--- config.mk ---
export PLATFORM = sky130hd
export DESIGN_NAME = serial_add_seq
export DESIGN_NICKNAME = d
export VERILOG_FILES = /design/src/rtl/serial_add_seq.sv
export SDC_FILE = /design/constraint.sdc
export NUM_CORES = 1
export LEC_CHECK = 0
export ABC_CLOCK_PERIOD_IN_PS = 1900
export BUFFER_PORTS_ARGS = -buffer_cell sky130_fd_sc_hd__buf_4
export CAP_MARGIN = 0
export CELL_PAD_IN_SITES_DETAIL_PLACEMENT = 1
export CELL_PAD_IN_SITES_GLOBAL_PLACEMENT = 1
export CORE_UTILIZATION = 40
export DETAILED_ROUTE_END_ITERATION = 8
export PLACE_DENSITY_LB_ADDON = 0.1
export SLEW_MARGIN = 30
export SYNTH_ARGS = -nofsm -noshare
export SYNTH_HDL_FRONTEND = slang
export SYNTH_SLANG_ARGS = --single-unit
--- constraint.sdc ---
create_clock -name clk -period 1.9 [get_ports clk]
set_input_delay 0 -clock clk [delete_from_list [all_inputs] [get_ports clk]]
set_output_delay 0 -clock clk [all_outputs]
set_load 0.01 [all_outputs]
--- src/rtl/serial_add_seq.sv ---
// Bit-serial add/subtract sequencer: drives one external full adder LSB-first,
// one bit per clock, and collects the sum, carry-out and signed overflow.
module serial_add_seq #(
   parameter int WIDTH = 8
) (
   input  logic             clk,
   input  logic             rst_n,
   input  logic             start,
   input  logic             sub,
   input  logic [WIDTH-1:0] op_a,
   input  logic [WIDTH-1:0] op_b,
   output logic             busy,
   output logic             done,
   output logic [WIDTH-1:0] sum,
   output logic             cout,
   output logic             ovf,
   output logic             fa_a,
   output logic             fa_b,
   output logic             fa_cin,
   input  logic             fa_s,
   input  logic             fa_cout
);

   localparam int CW = (WIDTH > 1) ? $clog2(WIDTH) : 1;

   typedef enum logic [1:0] {
      S_IDLE,
      S_RUN,
      S_DONE
   } state_t;

   state_t           r_state;
   state_t           w_state_next;
   logic [WIDTH-1:0] r_a_sh;
   logic [WIDTH-1:0] r_b_sh;
   logic [WIDTH-1:0] r_sum;
   logic             r_carry;
   logic             r_cout;
   logic             r_ovf;
   logic [CW-1:0]    r_cnt;
   logic             w_accept;
   logic             w_step;
   logic             w_last;
   logic [WIDTH:0]   w_sum_cat;

   // NOTE: sequential state uses <= so every flop samples pre-edge values.
   always_ff @(posedge clk or negedge rst_n) begin
      if (!rst_n) r_state <= S_IDLE;
      else        r_state <= w_state_next;
   end

   // NOTE: every output of this block gets a default first, so no latches.
   always_comb begin
      w_state_next = r_state;
      w_accept     = 1'b0;
      w_step       = 1'b0;
      w_last       = (r_cnt == CW'(WIDTH - 1));
      busy         = 1'b0;
      done         = 1'b0;
      fa_a         = 1'b0;
      fa_b         = 1'b0;
      fa_cin       = 1'b0;
      unique case (r_state)
         S_IDLE: begin
            if (start) begin
               w_accept     = 1'b1;
               w_state_next = S_RUN;
            end
         end
         S_RUN: begin
            busy   = 1'b1;
            w_step = 1'b1;
            fa_a   = r_a_sh[0];
            fa_b   = r_b_sh[0];
            fa_cin = r_carry;
            if (w_last) w_state_next = S_DONE;
         end
         S_DONE: begin
            done         = 1'b1;
            w_state_next = S_IDLE;
         end
         default: w_state_next = S_IDLE;
      endcase
   end

   // FA sum bit enters at the MSB; after WIDTH steps bit 0 lands at sum[0].
   assign w_sum_cat = {fa_s, r_sum};

   // NOTE: operand shifters are reset too, so an aborted run leaves nothing behind.
   always_ff @(posedge clk or negedge rst_n) begin
      if (!rst_n) begin
         r_a_sh  <= '0;
         r_b_sh  <= '0;
         r_sum   <= '0;
         r_carry <= 1'b0;
         r_cout  <= 1'b0;
         r_ovf   <= 1'b0;
         r_cnt   <= '0;
      end else if (w_accept) begin
         r_a_sh  <= op_a;
         r_b_sh  <= sub ? ~op_b : op_b;
         r_carry <= sub;
         r_cnt   <= '0;
         r_sum   <= '0;
         r_cout  <= 1'b0;
         r_ovf   <= 1'b0;
      end else if (w_step) begin
         r_sum   <= w_sum_cat[WIDTH:1];
         r_a_sh  <= r_a_sh >> 1;
         r_b_sh  <= r_b_sh >> 1;
         r_carry <= fa_cout;
         r_cnt   <= r_cnt + 1'b1;
         if (w_last) begin
            // r_carry holds the carry into the MSB on the last step.
            r_cout <= fa_cout;
            r_ovf  <= r_carry ^ fa_cout;
         end
      end
   end

   assign sum  = r_sum;
   assign cout = r_cout;
   assign ovf  = r_ovf;

endmodule

==> results of run 1 <==
-- stage by stage --
stage          utilization [%]  hold slack, ns  total power [W]
2_1_floorplan                -          -0.296          0.00179
3_3_place_gp              52.0         -0.0439          0.00214
3_5_place_dp              52.0         -0.0408          0.00221
4_1_cts                   57.6        0.000424          0.00265
5_1_grt                   57.6         0.00670          0.00282
6_report                  57.6          0.0138          0.00262
-- cells by family after synthesis --
family	Yosys count
AOI/OAI and AO/OA	43
and+or+nand+nor	34
DFF	32
buffers and inverters	13
xor gates and xnor gates	9
adders and majority gates	2
muxes	1
-- worst max-delay path, stage by stage (launching register included) --
cell and delay [ns]:
dfrtp_1 0.37, buf_4 0.26, nor2b_1 0.24, buf_4 0.20, and2_1 0.14, buf_4 0.11
-- registers in the layout, summed over array words and instances (netlist names) --
signal / count
r_a_sh: 8
r_b_sh: 8
sum: 8
r_cnt: 3
r_state: 2
cout: 1
ovf: 1
r_carry: 1
-- layer usage --
layer / vias up / GRT usage (%) / part of all wire [%]
li1: 578 / - / -
met1: 594 / 25.4 / 46
met2: 30 / 31.3 / 49
met3: 2 / 7.48 / 4.0
met4: 0 / 6.10 / 0.64
met5: - / 0 / 0
-- power breakdown --
part	total, W	switching [W]	internal, W
registers	0.00111	0.000169	0.000943
clock network	0.000410	0.000234	0.000176
logic	0.00109	0.000525	0.000570
total	0.00262	0.000928	0.00169
-- timing repair --
action | 4_1_cts | 5_1_grt
hold endpoints to repair | 44 | 0
hold buffers | 13 | 0
endpoints found under the setup margin | 0 | 0
-- area by class of cell --
| cell class | instances | share of cell area, % |
|---|---|---|
| Multi-Input combinational cell | 89 | 30.5 |
| Inverter | 3 | 0.572 |
| Clock inverter | 2 | 0.509 |
| Tap cell | 46 | 2.92 |
| Timing Repair Buffer | 54 | 22.3 |
| Clock buffer | 6 | 2.61 |
| Sequential cell | 32 | 40.7 |
-- how the worst min path moves through the flow --
stage	slack [ns]	startpoint	cells past startpoint	endpoint
3_3_place_gp	-0.04	rst_n	1	r_a_sh[0]
6_report	0.01	op_b[5]	3	r_b_sh[5]
4_1_cts	0.0004	op_b[3]	3	r_b_sh[3]
3_5_place_dp	-0.04	rst_n	1	r_a_sh[0]
5_1_grt	0.007	op_b[5]	3	r_b_sh[5]
2_1_floorplan	-0.30	rst_n	0	cout
-- Yosys cell counts, types with 2 or more instances --
library cell,n,area [µm²]
dfrtp_1,32,801
nand2_1,23,86.3
a22o_1,11,96.3
o21ai_1,11,55.1
a22oi_1,9,67.6
xnor2_1,8,70.1
buf_2,7,35.0
o221ai_1,6,52.6
and2_1,3,18.8
inv_1,3,11.3
a2bb2oi_1,2,17.5
ha_1,2,25.0
nor2b_1,2,12.5
==> impl_results.md, run 1 <==
- Syn Area/Cell: roughly 11 µm²
- YS warnings: 0
- Clk buf depth: 2
- Commonest cells after routing, fill and taps aside: 41 x buf_4, 32 x dfrtp_1, 23 x nand2_1
- Width of the die: ~63 µm
- Pleak: 0.920 nW
- XOR/XNOR Fraction of Synth Area: under 10%
- Endpoints failing hold: 0
- Number of DRC markers in iteration 0: 36
- Synth Flop Type: dfrtp_1
- Status: completed
- Gates resized, CTS repair: 0
- Final period util: just under 90%
- Via Count: around 1200
- Grt ovf: 0
- Post-Route WL: 3.45 mm
- Global-route wire length before repair: 5.93 mm
- Hold/Removal Path Class: in -> reg
- Nets@finish: about 210
- Clk_lat worst skew: around 0.33 ns
- Placer Congestion: slightly below 0.7
- Storage cell area: roughly 800 µm²
- ANT cells: 0
- Largest family of logic cells by synthesized area: compound AO/OA/AOI/OAI gates
- Critical Path End: fa_b
- Die ar.: approximately 0.004 mm²
- Max_cap viols: 0
- Req. time, crit path: between 1.5 and 2 ns
- Largest net degree at the start of global routing: 33
- Synth cell types: 28
- Area of the multi-input gates: 599 µm²
- Total core area: about 0.0034 mm²
- Initial Util: between 40% and 50%
- Mux share of post-synthesis cell area: 0.767%
- CTS buffer count: 5
- Setup CP Type: reg -> out
- Row cnt: 21
- Mapped Area: around 0.0015 mm²
- Gr usage total: 19.9%
- Compound-Gate Fraction of Synth Area: approximately 22%
- Post-route minimum period: roughly 1.7 ns
- Initial antenna violation count: 0
- Placement Cell Area: approximately 0.0018 mm²
- Vias in the first global route: approximately 1200
- Post-CTS Setup Bufs: 0
- Syn Nets: approximately 160
- Crit-path max FO: 21
- Pre-antenna DRT Iters: 4
- Max_slew headroom: 40.4%
- Power per cell area: about 1300 mW/mm²
- # IOs: 37
- Post-Synth Adder-Cell Area: 1.70%
- CTS tree: done
- Slew @ Worst Pin: approximately 0.89 ns
- Post-synthesis simple-gate area fraction: about 11%
- Post-synthesis sequential area ratio: approximately 55%
- Dpl ws: ~0.30 ns
- Reg clk slew, reported paths: approximately 0.090 ns
- # DRC: 0
- Asr flop ratio synth: 100%
- Worst Clk Skew: ~0.011 ns
- Post-Layout Cell Count: about 230
- Design Area, Final: just under 0.002 mm²
- Gate Count Post-Synth: around 130
- FF-to-FF path depth: 4
- WL/cell: approximately 15 µm
- Commonest non-fill, non-tap cell in the layout: buf_4
- Slew Limit Fails: 0
- Reg2Reg Capture Point: r_b_sh[4]
- Final TNS setup: 0 ns
- IO Port Bufs: 36
- RSZ-0062 raised after global routing: false
- Final ANT Viol Nets: 0
- F_max: between 600 and 700 MHz
- CTS sink cnt: 32
- Critical Path Source: r_state[0]
- Root Buffer: clkbuf_4
- Via/cell ratio: 5.19
- Crit path launch type: register
- Endpoints failing setup: 0
- Area Growth Syn to Fin: 34.0%
- Reg2reg setup slack: around 0.3 ns
- Critical Path AT: around 1.7 ns
- Fillcell total: approximately 390
- Placed instance count: about 210
- Reg-to-Reg Start: r_state[0]
- Fraction of final layout cells sized beyond drive strength 1: 28.5%
- Die Ht: around 63 µm
- Number of flops mapped to enable cells by yosys: 0
- Worst setup EP type: primary output
- H-tree depth: 2
- Seq cells post-synth: 32
- DP Wirelength: 2.27 mm
- Final worst setup slack: about 0.24 ns
- Worst vdd rail ir drop: 0.588 mV
No activity file was read; power rests on OpenSTA's default activity.
==> run 2: changes to the inputs <==
ABC_CLOCK_PERIOD_IN_PS = 1770   (was 1900)
clock period = 1.77 ns   (was 1.9 ns; I/O delays follow)
==> run 2 against run 1 <==
  * Final area grew 1.7%
  * Sequential share of layout area is 0.66 points lower
  * Clock-buffer cell count stayed put
  * Critical path type unchanged
  * Worst setup slack worse by 0.093 ns
  * Die area did not move
  * Critical path depth unchanged
  * Core utilization is 0.95 points higher
  * Total power increased by 8.2%
  * Clock power is 9.5% higher
  * Register-to-register slack worse by 0.09 ns
  * Hold slack gained 0.013 ns
==> impl_results.md, run 2 (synthesized netlist as in run 1, its figures left out) <==
- Status: completed
- Critical hold path startpoint: op_b[6]
- Slew @ Worst Pin: 0.827 ns
- Die Ht: roughly 63 µm
- Worst Clk Skew: roughly 0.0085 ns
- Largest net degree at the start of global routing: 33
- Dpl ws: approximately 0.26 ns
- Req. time, crit path: around 1.8 ns
- Clk buf depth: 2
- # IOs: 37
- Final period util: between 90% and 100%
- Via/cell ratio: around 5.2
- Max_cap viols: 0
- Final ANT Viol Nets: 0
- DP Wirelength: roughly 2.2 mm
- Area of the multi-input gates: 602 µm²
- Placed instance count: approximately 210
- CTS sink cnt: 32
- Clk_lat worst skew: ~0.34 ns
- Via Count: roughly 1200
- Worst vdd rail ir drop: between 0.6 and 0.7 mV
- Final worst setup slack: roughly 0.15 ns
- Post-route minimum period: around 1.6 ns
- ANT cells: 0
- Storage cell area: between 800 and 900 µm²
- Slew Limit Fails: 0
- Reg clk slew, reported paths: around 0.1 ns
- Initial antenna violation count: 0
- Final TNS setup: 0 ns
- Area Growth Syn to Fin: 36.2%
- Reg2reg setup slack: about 0.21 ns
- Worst setup EP type: primary output
- Post-Route WL: between 3 and 4 mm
- Row cnt: 21
- Total core area: approximately 0.0034 mm²
- H-tree depth: 2
- Reg-to-Reg Start: r_state[0]
- Post-Layout Cell Count: around 240
- Initial Util: between 40% and 50%
- Pre-antenna DRT Iters: 4
- FF-to-FF path depth: 3
- Endpoints failing hold: 0
- Crit path launch type: register
- Global-route wire length before repair: around 6 mm
- CTS tree: done
- Critical Path AT: between 1.5 and 2 ns
- Fin util: 58.6%
- WL/cell: around 15 µm
- Die ar.: ~0.0039 mm²
- Root Buffer: clkbuf_4
- Hold/Removal Path Class: in -> reg
- RSZ-0062 raised after global routing: false
- IO Port Bufs: 36
- Hold Path Sink: r_b_sh[6]
- Grt ovf: 0
- CTS buffer count: 5
- Vias in the first global route: roughly 1300
- Hold Path Depth: 3
- Fillcell total: just under 400
- Gr usage total: 20.2%
- Endpoints failing setup: 0
- Commonest cells after routing, fill and taps aside: 41 x buf_4, 32 x dfrtp_1, 23 x nand2_1
- Placer Congestion: between 0.6 and 0.7
- Power per cell area: roughly 1400 mW/mm²
- Width of the die: around 63 µm
- Nets@finish: 212
- Fraction of final layout cells sized beyond drive strength 1: between 20% and 30%
- # DRC: 0
- Reg2Reg Capture Point: sum[0]
- Pleak: just over 0.9 nW
- F_max: 616 MHz
- Max_slew headroom: 44.8%
- Setup CP Type: reg -> out
- Post-CTS Setup Bufs: 0
- Total power: between 0.002 and 0.003 W
- Commonest non-fill, non-tap cell in the layout: buf_4
- Crit-path max FO: 21
- Number of DRC markers in iteration 0: 42
run 2: cell types whose count changed in the layout (fill, tap and decap cells not counted), sizes merged:
cell,previous run,this run
dlygate4sd3,13,16
run 2: per-layer routing:
metal | vias to the layer above | track usage (%) | part of all wire, %
met4 | 0 | 7.85 | 1.9
met5 | - | 0 | 0
met1 | 591 | 25.7 | 46
met3 | 8 | 5.66 | 3.7
li1 | 588 | - | -
met2 | 28 | 32.6 | 48
run 2: timing repair:
| action | 4_1_cts | 5_1_grt |
|---|---|---|
| resized for setup | 0 | 1 |
| hold buffers | 15 | 1 |
| hold endpoints to repair | 46 | 1 |
| setup endpoints to repair | 0 | 3 |
run 2: critical path, cell delays in order, from the launching register on:
cell and delay, ns:
dfrtp_1 0.37, buf_4 0.24, nor2b_2 0.22, buf_4 0.20
and2_1 0.14, buf_4 0.11
run 2: how the worst max path moves through the flow:
stage	from	cells past startpoint	end	slack, ns
after floorplan	r_cnt[0]	4	ovf	0.44
after global placement	r_state[0]	3	sum[0]	0.31
after detailed placement	r_state[0]	4	r_b_sh[5]	0.26
after CTS	r_state[0]	5	fa_cin	0.08
after global routing	r_state[0]	5	fa_cin	0.02
final	r_state[0]	5	fa_cin	0.15
run 2: report_power, final:
part / internal, W / switching [W] / total (W)
logic: 0.000618 / 0.000566 / 0.00118
clock network: 0.000189 / 0.000260 / 0.000449
registers: 0.00101 / 0.000186 / 0.00120
run 2: cell type report:
| type | count | area share (%) |
|---|---|---|
| sequential | 32 | 40.0 |
| multi-input combinational | 89 | 30.1 |
| timing repair buffer | 57 | 23.4 |
| tap | 46 | 2.88 |
| clock buffer | 6 | 2.56 |
| inverter | 3 | 0.563 |
| clock inverter | 2 | 0.500 |
run 2: metrics by stage:
stage | hold slack, ns | instance area [µm²]
6_report | 0.0271 | 2000
2_1_floorplan | -0.296 | 1470
5_1_grt | 0.0105 | 2000
3_3_place_gp | -0.0436 | 1780
4_1_cts | 0.00415 | 1990
3_5_place_dp | -0.0347 | 1780
==> run 3: changes to the inputs <==
PLACE_DENSITY = 0.77   (was not set)
PLACE_DENSITY_LB_ADDON = not set   (was 0.1)
==> run 3 against run 2 <==
  * Largest cell class unchanged
  * Sequential power hardly changed
  * Final area is 0.94% higher
  * Critical path depth is the same
  * Critical endpoint is now fa_b
==> impl_results.md, run 3 (synthesized netlist as in run 1, its figures left out) <==
- Crit path launch type: register
- Req. time, crit path: 1.77 ns
- Post-route minimum period: around 1.7 ns
- Final ANT Viol Nets: 0
- Nets@finish: 211
- CTS tree: done
- Critical path cell sequence: buf_4, nor2b_2, buf_4, and2_1, buf_4
- Endpoints failing hold: 0
- Gr busiest metal: met2
- Hold Path Sink: r_b_sh[3]
- Power per cell area: roughly 1500 mW/mm²
- Worst Clk Skew: just under 0.008 ns
- Placer Congestion: approximately 0.8
- Hold/Removal Path Class: in -> reg
- Max_cap viols: 0
- Placed instance count: 213
- Clk buf depth: 2
- RSZ-0062 raised after global routing: false
- Slowest stage delay, CP: around 0.47 ns
- Initial antenna violation count: 0
- Global-route wire length before repair: around 6.4 mm
- Worst vdd rail ir drop: roughly 0.58 mV
- WL/cell: 15.8 µm
- M1 GR Usage: 26.3%
- Fraction of final layout cells sized beyond drive strength 1: 29.8%
- Slew Limit Fails: 0
- Reg2reg setup slack: between 0.3 and 0.4 ns
- CTS buffer count: 5
- Grt ovf: 0
- Largest net degree at the start of global routing: 33
- Root Buffer: clkbuf_4
- Post-Route WL: ~3.7 mm
- IO Port Bufs: 36
- H-tree depth: 2
- Status: completed
- F_max: ~600 MHz
- Reg2Reg Capture Point: ovf
- Fillcell total: 385
- Crit path max-delay cell type: dfrtp_1
- # DRC: 0
- Die Ht: between 60 and 70 µm
- Reg-to-Reg Start: r_cnt[0]
- Storage cell area: about 800 µm²
- Met2 usage: between 30% and 40%
- Via Count: about 1200
- Die ar.: a little under 0.004 mm²
- CTS sink cnt: 32
- Endpoints failing setup: 0
- # IOs: 37
- Slew @ Worst Pin: about 0.41 ns
- Total core area: approximately 0.0034 mm²
- DP Wirelength: roughly 2.5 mm
- Critical Path AT: 1.66 ns
- Vias in the first global route: around 1300
- Max_slew headroom: between 70% and 80%
- Worst setup EP type: primary output
- Final period util: a little over nine tenths
- Commonest non-fill, non-tap cell in the layout: buf_4
- Clk_lat worst skew: approximately 0.33 ns
- Setup CP Type: reg -> out
- Pre-antenna DRT Iters: 4
- Most repeated library cell on the critical path: buf_4
- Final TNS setup: 0 ns
- Via/cell ratio: around 5.3
- Crit-path max FO: 16
- Critical hold path startpoint: op_b[3]
- Number of DRC markers in iteration 0: between 40 and 50
- Pleak: 0.945 nW
- ANT cells: 0
- Area Growth Syn to Fin: 37.5%
- Commonest cells after routing, fill and taps aside: 43 x buf_4, 32 x dfrtp_1, 23 x nand2_1
- Initial Util: 43.0%
- Reg clk slew, reported paths: roughly 0.10 ns
- Row cnt: 21
- FF-to-FF path depth: 4
- Hold Path Depth: 3
- Gr usage total: a little over a fifth
- Post-Layout Cell Count: 234
- Width of the die: approximately 63 µm
- GR Layer Usage met3: roughly 4.2%
- Area of the multi-input gates: 602 µm²
==> run 3: cell count changes in the layout (fill, tap and decap cells not counted), sizes merged <==
cell and delta:
bufinv +1, dlygate4sd3 -3, buf +2, clkinv -2, clkbuf +1
==> run 3: worst max-delay path, delay by kind of cell (launching register included) <==
kind | cells | cell delay (ns)
buffers and inverters | 3 | 0.55
AND/OR/NAND/NOR | 2 | 0.31
flip-flops | 1 | 0.47
==> run 3: worst max path at each step <==
stage,depth (start not counted),from,end
after floorplan,4,r_cnt[0],ovf
after global placement,4,r_cnt[0],ovf
after detailed placement,5,r_state[1],r_b_sh[0]
after CTS,5,r_state[1],fa_b
after global routing,5,r_state[1],fa_b
final,5,r_state[1],fa_b
==> run 3: report_power, final <==
group	switching, W	internal, W	leakage [nW]
clock	0.000250	0.000375	0.0515
combinational	0.000563	0.000634	0.480
sequential	0.000212	0.00101	0.414
==> run 3: timing repair <==
action	4_1_cts	5_1_grt
hold buffers	13	0
endpoints found under the hold margin	44	0
buffers inserted	0	0
endpoints found under the setup margin	0	3
resized for setup	0	1
==> run 3: layer usage <==
metal / vias up / part of all wire (%)
met2: 35 / 51
met4: 0 / 1.9
li1: 586 / -
met5: - / 0
met3: 7 / 3.7
met1: 619 / 43
==> run 3: through the flow <==
stage          hold slack (ns)  util [%]  total power, W  instance area (µm²)  setup slack, ns
2_1_floorplan           -0.296         -         0.00192                 1470            0.440
3_3_place_gp           -0.0447      52.5         0.00233                 1790            0.378
3_5_place_dp           -0.0358      52.5         0.00241                 1790            0.328
4_1_cts                0.00215      59.0         0.00307                 2020           0.0124
5_1_grt                 0.0118      59.1         0.00324                 2020           0.0167
6_report               0.00917      59.1         0.00305                 2020            0.109
==> run 3: final cells by class <==
cell class                 count  share of cell area [%]
inverter                       3                   0.558
multi-input combinational     89                    29.8
tap                           46                    2.85
clock inverter                 1                    1.49
sequential                    32                    39.7
timing repair buffer          56                    22.4
clock buffer                   7                    3.22
